===== src/rtl/ahb_arb_pkg.sv =====
// Shared encodings for the two-master AHB arbiter: FSM states, master IDs and htrans values.
package ahb_arb_pkg;

   typedef enum logic [1:0] {
      IDLE = 2'b00,
      OWN1 = 2'b01,
      OWN2 = 2'b10
   } arb_state_e;

   localparam logic M1 = 1'b0;
   localparam logic M2 = 1'b1;

   localparam logic HTRANS_IDLE   = 1'b0;
   localparam logic HTRANS_ACTIVE = 1'b1;

   function automatic arb_state_e own_state(input logic id);
      return (id == M2) ? OWN2 : OWN1;
   endfunction

endpackage


===== src/rtl/ahb_arb_hold_cnt.sv =====
// Hold counter that limits bus tenure while the other master waits.
// Only instantiated when AHB_ARB_TIMEOUT_EN is defined.
module ahb_arb_hold_cnt
   import ahb_arb_pkg::*;
#(
   parameter int MAX_HOLD = 16,
   parameter int CNT_W    = 5
) (
   input  logic hclk,
   input  logic hresetn,
   input  logic hready,
   input  logic count_en,
   input  logic clear,
   output logic expired
);

   localparam logic [CNT_W-1:0] CNT_MAX = CNT_W'(MAX_HOLD - 1);

   logic [CNT_W-1:0] cnt_q;
   logic [CNT_W-1:0] cnt_d;

   always_comb begin
      cnt_d = cnt_q;
      if (clear || !count_en) begin
         cnt_d = '0;
      end else if (cnt_q != CNT_MAX) begin
         cnt_d = cnt_q + 1'b1;
      end
   end

   // Wait states freeze the count together with the rest of the arbiter.
   always_ff @(posedge hclk) begin
      if (!hresetn) begin
         cnt_q <= '0;
      end else if (hready) begin
         cnt_q <= cnt_d;
      end
   end

   assign expired = (cnt_q == CNT_MAX);

endmodule


===== src/rtl/ahb_arbiter_2m.sv =====
// Two-master round-robin AHB arbiter tracking address- and data-phase bus owners.
// Optional forced handover after MAX_HOLD cycles: define AHB_ARB_TIMEOUT_EN.
//
// state | meaning
// IDLE  | no master granted
// OWN1  | master 1 owns the address phase
// OWN2  | master 2 owns the address phase
module ahb_arbiter_2m
   import ahb_arb_pkg::*;
#(
   parameter int MAX_HOLD = 16,
   parameter int CNT_W    = 5
) (
   input  logic hclk,
   input  logic hresetn,
   input  logic hbusreq1,
   input  logic hbusreq2,
   input  logic hready,
   input  logic htrans,
   output logic hgrant1,
   output logic hgrant2,
   output logic hmaster,
   output logic hmaster_data,
   output logic bus_owned
);

   if (MAX_HOLD < 2) begin : g_bad_max_hold
      $error("ahb_arbiter_2m: MAX_HOLD must be at least 2");
   end
   if ((1 << CNT_W) <= MAX_HOLD) begin : g_bad_cnt_w
      $error("ahb_arbiter_2m: CNT_W too narrow for MAX_HOLD");
   end

   arb_state_e state_q;
   arb_state_e state_d;
   logic       last_owner_q;
   logic       hgrant1_q;
   logic       hgrant2_q;
   logic       hmaster_q;
   logic       hmaster_data_q;
   logic       bus_owned_q;

   logic       own_req;
   logic       oth_req;
   logic       owning;
   logic       force_ho;

   always_comb begin
      own_req = 1'b0;
      oth_req = 1'b0;
      owning  = 1'b0;
      case (state_q)
         OWN1: begin
            own_req = hbusreq1;
            oth_req = hbusreq2;
            owning  = 1'b1;
         end
         OWN2: begin
            own_req = hbusreq2;
            oth_req = hbusreq1;
            owning  = 1'b1;
         end
         default: begin
            own_req = 1'b0;
            oth_req = 1'b0;
            owning  = 1'b0;
         end
      endcase
   end

`ifdef AHB_ARB_TIMEOUT_EN
   logic hold_expired;

   ahb_arb_hold_cnt #(
      .MAX_HOLD (MAX_HOLD),
      .CNT_W    (CNT_W)
   ) u_hold_cnt (
      .hclk     (hclk),
      .hresetn  (hresetn),
      .hready   (hready),
      .count_en (owning && oth_req),
      .clear    (state_d != state_q),
      .expired  (hold_expired)
   );

   assign force_ho = hold_expired && oth_req && (htrans == HTRANS_IDLE);
`else
   assign force_ho = 1'b0;
`endif

   always_comb begin
      state_d = state_q;
      if (hready) begin
         case (state_q)
            IDLE: begin
               if (hbusreq1 && hbusreq2) begin
                  state_d = own_state(~last_owner_q);
               end else if (hbusreq1) begin
                  state_d = OWN1;
               end else if (hbusreq2) begin
                  state_d = OWN2;
               end
            end
            OWN1, OWN2: begin
               // The owner is never pulled off the bus mid-burst (htrans active).
               if ((own_req && !force_ho) || (htrans == HTRANS_ACTIVE)) begin
                  state_d = state_q;
               end else if (oth_req) begin
                  state_d = (state_q == OWN1) ? OWN2 : OWN1;
               end else begin
                  state_d = IDLE;
               end
            end
            default: state_d = IDLE;
         endcase
      end
   end

   always_ff @(posedge hclk) begin
      if (!hresetn) begin
         state_q        <= IDLE;
         last_owner_q   <= M2;
         hgrant1_q      <= 1'b0;
         hgrant2_q      <= 1'b0;
         hmaster_q      <= M1;
         hmaster_data_q <= M1;
         bus_owned_q    <= 1'b0;
      end else if (hready) begin
         state_q        <= state_d;
         hgrant1_q      <= (state_d == OWN1);
         hgrant2_q      <= (state_d == OWN2);
         bus_owned_q    <= (state_d != IDLE);
         hmaster_data_q <= hmaster_q;
         // hmaster and last_owner are sticky through IDLE.
         if ((state_d != state_q) && (state_d != IDLE)) begin
            hmaster_q    <= (state_d == OWN2) ? M2 : M1;
            last_owner_q <= (state_d == OWN2) ? M2 : M1;
         end
      end
   end

   assign hgrant1      = hgrant1_q;
   assign hgrant2      = hgrant2_q;
   assign hmaster      = hmaster_q;
   assign hmaster_data = hmaster_data_q;
   assign bus_owned    = bus_owned_q;

endmodule

===== config.mk =====
export PLATFORM = sky130hd
export DESIGN_NAME = ahb_arbiter_2m
export DESIGN_NICKNAME = d
export VERILOG_FILES = /design/src/rtl/ahb_arb_pkg.sv /design/src/rtl/ahb_arb_hold_cnt.sv /design/src/rtl/ahb_arbiter_2m.sv
export SDC_FILE = /design/constraint.sdc
export NUM_CORES = 1
export LEC_CHECK = 0
export CAP_MARGIN = 10
export CORE_AREA = 2 2 42 44
export DETAILED_ROUTE_END_ITERATION = 10
export DIE_AREA = 0 0 44 46
export SYNTH_ARGS = -nofsm -noshare
export SYNTH_HDL_FRONTEND = slang
export SYNTH_SLANG_ARGS = --single-unit

===== constraint.sdc =====
create_clock -name hclk -period 5.1 [get_ports hclk]
set_input_delay 1.02 -clock hclk [delete_from_list [all_inputs] [get_ports hclk]]
set_output_delay 1.02 -clock hclk [all_outputs]
set_load 0.02 [all_outputs]

==> qor.json <==
{
  "timing.final.hold_violations": {"value": 0},
  "totalWireLength": {"value": 1.31, "unit": "mm"},
  "share_of_the_synthesized_area_in_the_top_cell_type": {"value": 26.2, "unit": "%"},
  "fin_setup_tns": {"value": 0, "unit": "ns"},
  "hold_path_end": {"value": "hgrant2$_SDFFE_PN0P_"},
  "dieArea": {"value": 0.00202, "unit": "mm2"},
  "finalPower": {"value": 0.172, "unit": "mW"},
  "area_growth": {"value": 23.5, "unit": "%"},
  "tritoncts.num_buffers": {"value": 3},
  "critPathLaunchType": {"value": "input port"},
  "syn_avg_cell_area": {"value": 9.00, "unit": "um2"},
  "synth.ff_latch_count": {"value": 8},
  "r2r_setup_slack": {"value": 2.70, "unit": "ns"},
  "sinks_on_the_clock_net": {"value": 8},
  "report.final.setup_viol": {"value": 0},
  "grt_remaining_overflow": {"value": 0},
  "timing.critical_path.required": {"value": 5.25, "unit": "ns"},
  "critical_path.reg2reg.startpoint": {"value": "state_q[0]$_SDFFE_PN0P_"},
  "worstSetupPathType": {"value": "in -> reg"},
  "cts.htree.levels": {"value": 1},
  "r2r_worst_path_depth": {"value": 8},
  "mappedNetlistArea": {"value": 612, "unit": "um2"},
  "timing_max_transition_violations_final": {"value": 0},
  "grt_first_pass_wirelength": {"value": 2.08, "unit": "mm"},
  "critical_path_arrival": {"value": 2.83, "unit": "ns"},
  "num_io_pins": {"value": 11},
  "setup.worst_path.end_class": {"value": "flop"},
  "finalClockSkew": {"value": 0.00141, "unit": "ns"},
  "clockRootBuffer": {"value": "sky130_fd_sc_hd__clkbuf_4"},
  "fin_crit": {"value": 2.69, "unit": "ns"},
  "final.fill_count": {"value": 156},
  "syn-num-nets": {"value": 79},
  "per_cell_via_count_in_the_routed_design": {"value": 5.67},
  "power.ir.vdd_worst": {"value": 129, "unit": "uV"},
  "hold_buffers": {"value": 0},
  "cts.repair.resized": {"value": 0},
  "dominantRegCellSynth": {"value": "sky130_fd_sc_hd__dfxtp_1"},
  "insertion_delay": {"value": 0.25, "unit": "ns"},
  "hold_path.startpoint": {"value": "hgrant2$_SDFFE_PN0P_"},
  "detailed_place_hpwl": {"value": 1.01, "unit": "mm"},
  "netlist_top_cells_area": {"value": "sky130_fd_sc_hd__dfxtp_1, sky130_fd_sc_hd__ha_1, sky130_fd_sc_hd__o211ai_4"},
  "detailedRoute.firstIterationViolations": {"value": 5},
  "number_of_global_route_vias_before_repair": {"value": 513},
  "chipHeight": {"value": 46, "unit": "um"},
  "synth-edff-count": {"value": 0},
  "yosys.cell_count.top_type": {"value": "sky130_fd_sc_hd__dfxtp_1"},
  "whs_path_depth": {"value": 2},
  "row_count": {"value": 15},
  "max_slew.worst_pin.slew": {"value": 0.324, "unit": "ns"},
  "cts_buffer_depth": {"value": 2},
  "worst_hold_path_type": {"value": "reg -> reg"},
  "cts_post_setup_buffers_inserted": {"value": 0},
  "max_cap_violations": {"value": 0},
  "gp_congestion": {"value": 0.768},
  "synth.yosys.warnings": {"value": 0},
  "initial_core_util": {"value": 37.9, "unit": "%"},
  "crit_start": {"value": "hbusreq2"},
  "core_region_area": {"value": 0.00161, "unit": "mm2"},
  "asyncSetResetFlopFracSynth": {"value": 0, "unit": "%"},
  "largest_net_degree_at_the_start_of_global_routing": {"value": 9},
  "wire_per_inst": {"value": 13.4, "unit": "um"},
  "final_core_utilization": {"value": 46.8, "unit": "%"},
  "fin_worst_hold_slack": {"value": 0.479, "unit": "ns"},
  "unrepaired_setup_endpoints_after_global_routing": {"value": "no"},
  "static-leakage-power": {"value": 0.301, "unit": "nW"},
  "yosys.cell_types.count": {"value": 33},
  "status": {"value": "finished clean"},
  "synth_sequential_area_ratio": {"value": 26.2, "unit": "%"},
  "dr_total_vias": {"value": 556},
  "drt-pass1-iter-count": {"value": 4},
  "relSlewSlack": {"value": 78.4, "unit": "%"},
  "postRouteAntennaNets": {"value": 0},
  "r2r_end": {"value": "hmaster$_SDFFE_PN0P_"},
  "crit_fanout": {"value": 7},
  "p_per_area": {"value": 227, "unit": "mW/mm2"},
  "design.final.nets": {"value": 94},
  "synth.top_cells.by_count": {"value": "sky130_fd_sc_hd__dfxtp_1, sky130_fd_sc_hd__nand2_1, sky130_fd_sc_hd__inv_1, sky130_fd_sc_hd__nor2_1, sky130_fd_sc_hd__ha_1"},
  "port-buffer-count": {"value": 10},
  "synthDominantAreaCellType": {"value": "sky130_fd_sc_hd__dfxtp_1"},
  "num_antenna_cells": {"value": 0},
  "cts_tree": {"value": "yes"},
  "grt_antenna_before_repair": {"value": 0},
  "clk_pin_slew": {"value": 0.05, "unit": "ns"},
  "drc": {"value": 0},
  "final_min_period_over_clock_period": {"value": 52.7, "unit": "%"},
  "groute.usage.overall": {"value": 13.8, "unit": "%"},
  "die_w": {"value": 44, "unit": "um"},
  "max_freq": {"value": 372, "unit": "MHz"},
  "post_route_cells_drive_above_1_share": {"value": 12.3, "unit": "%"},
  "netlist_instances": {"value": 68}
}
## state kept, by name, indices dropped and copies added, names as in the netlist
signal,flops
bus_owned,1
hgrant1,1
hgrant2,1
hmaster,1
hmaster_data,1
last_owner_q,1
state_q,2
## cell usage in the layout, fill, tap and decap left out, types with 2 or more instances in the layout
cell,n
sky130_fd_sc_hd__clkdlybuf4s50_1,10
sky130_fd_sc_hd__dfxtp_1,8
sky130_fd_sc_hd__nand2_1,7
sky130_fd_sc_hd__inv_1,6
sky130_fd_sc_hd__nor2_1,6
sky130_fd_sc_hd__ha_1,5
sky130_fd_sc_hd__a21oi_1,4
sky130_fd_sc_hd__nand3_1,3
sky130_fd_sc_hd__clkbuf_4,3
sky130_fd_sc_hd__o211ai_4,2
sky130_fd_sc_hd__nand2b_1,2
sky130_fd_sc_hd__o2bb2ai_1,2
## routing by layer
| metal | share of wire, % | global-route usage [%] |
|---|---|---|
| met5 | 0 | 0 |
| met2 | 46 | 21.5 |
| met1 | 49 | 18.5 |
| met4 | 0.76 | 7.88 |
| met3 | 3.4 | 1.59 |
## stage by stage
| stage | instance area [um2] | setup WS, ns | std cells |
|---|---|---|---|
| final | 756 | 2.41 | 98 |
| after global routing | 756 | 2.35 | 98 |
| after CTS | 756 | 2.42 | 98 |
| after detailed placement | 733 | 2.16 | 95 |
| after global placement | 733 | 2.19 | 95 |
| after floorplan | 612 | 2.82 | 68 |
## critical path: stages
cell	delay, ns
sky130_fd_sc_hd__clkdlybuf4s50_1	0.51
sky130_fd_sc_hd__and4bb_4	0.41
sky130_fd_sc_hd__o211ai_4	0.11
sky130_fd_sc_hd__o211ai_4	0.14
sky130_fd_sc_hd__a2111oi_2	0.09
sky130_fd_sc_hd__or3_1	0.36
sky130_fd_sc_hd__a31o_1	0.18
## final cells by class
cell class	instances	area (um2)	share of cell area, %
repair buffers	10	100	13.2
flip-flops and latches	8	160	21.2
inverters	6	22.5	2.98
multi-input cells	54	429	56.8
clock buffers	3	22.5	2.98
well taps	17	21.3	2.81
## report_power, final
part / total, mW / internal, mW / switching [mW] / leakage, nW
clock network: 0.0484 / 0.0269 / 0.0214 / 0.0138
logic: 0.0521 / 0.0236 / 0.0285 / 0.222
registers: 0.0711 / 0.0669 / 0.00418 / 0.0653
## worst max-delay path by stage
stage                                      endpoint  slack, ns  cells past startpoint
after floorplan           last_owner_q$_SDFFE_PN1P_       2.82                      6
after global placement    last_owner_q$_SDFFE_PN1P_       2.19                      6
after detailed placement  last_owner_q$_SDFFE_PN1P_       2.16                      7
after CTS                 last_owner_q$_SDFFE_PN1P_       2.42                      7
after global routing           hmaster$_SDFFE_PN0P_       2.35                      7
final                     last_owner_q$_SDFFE_PN1P_       2.41                      7
## cell families (layout without fill, tap and decap cells)
group                    after synthesis  after routing  synth area share [%]
AND/OR/NAND/NOR                       27             27                  25.0
AO/OA/AOI/OAI                         21             21                  33.3
flip-flops                             8              8                  26.2
buffers and inverters                  6             19                  3.68
adder cells (fa/ha/maj)                5              5                  10.2
multiplexers                           1              1                  1.64
(Power assumes the default switching activity.)
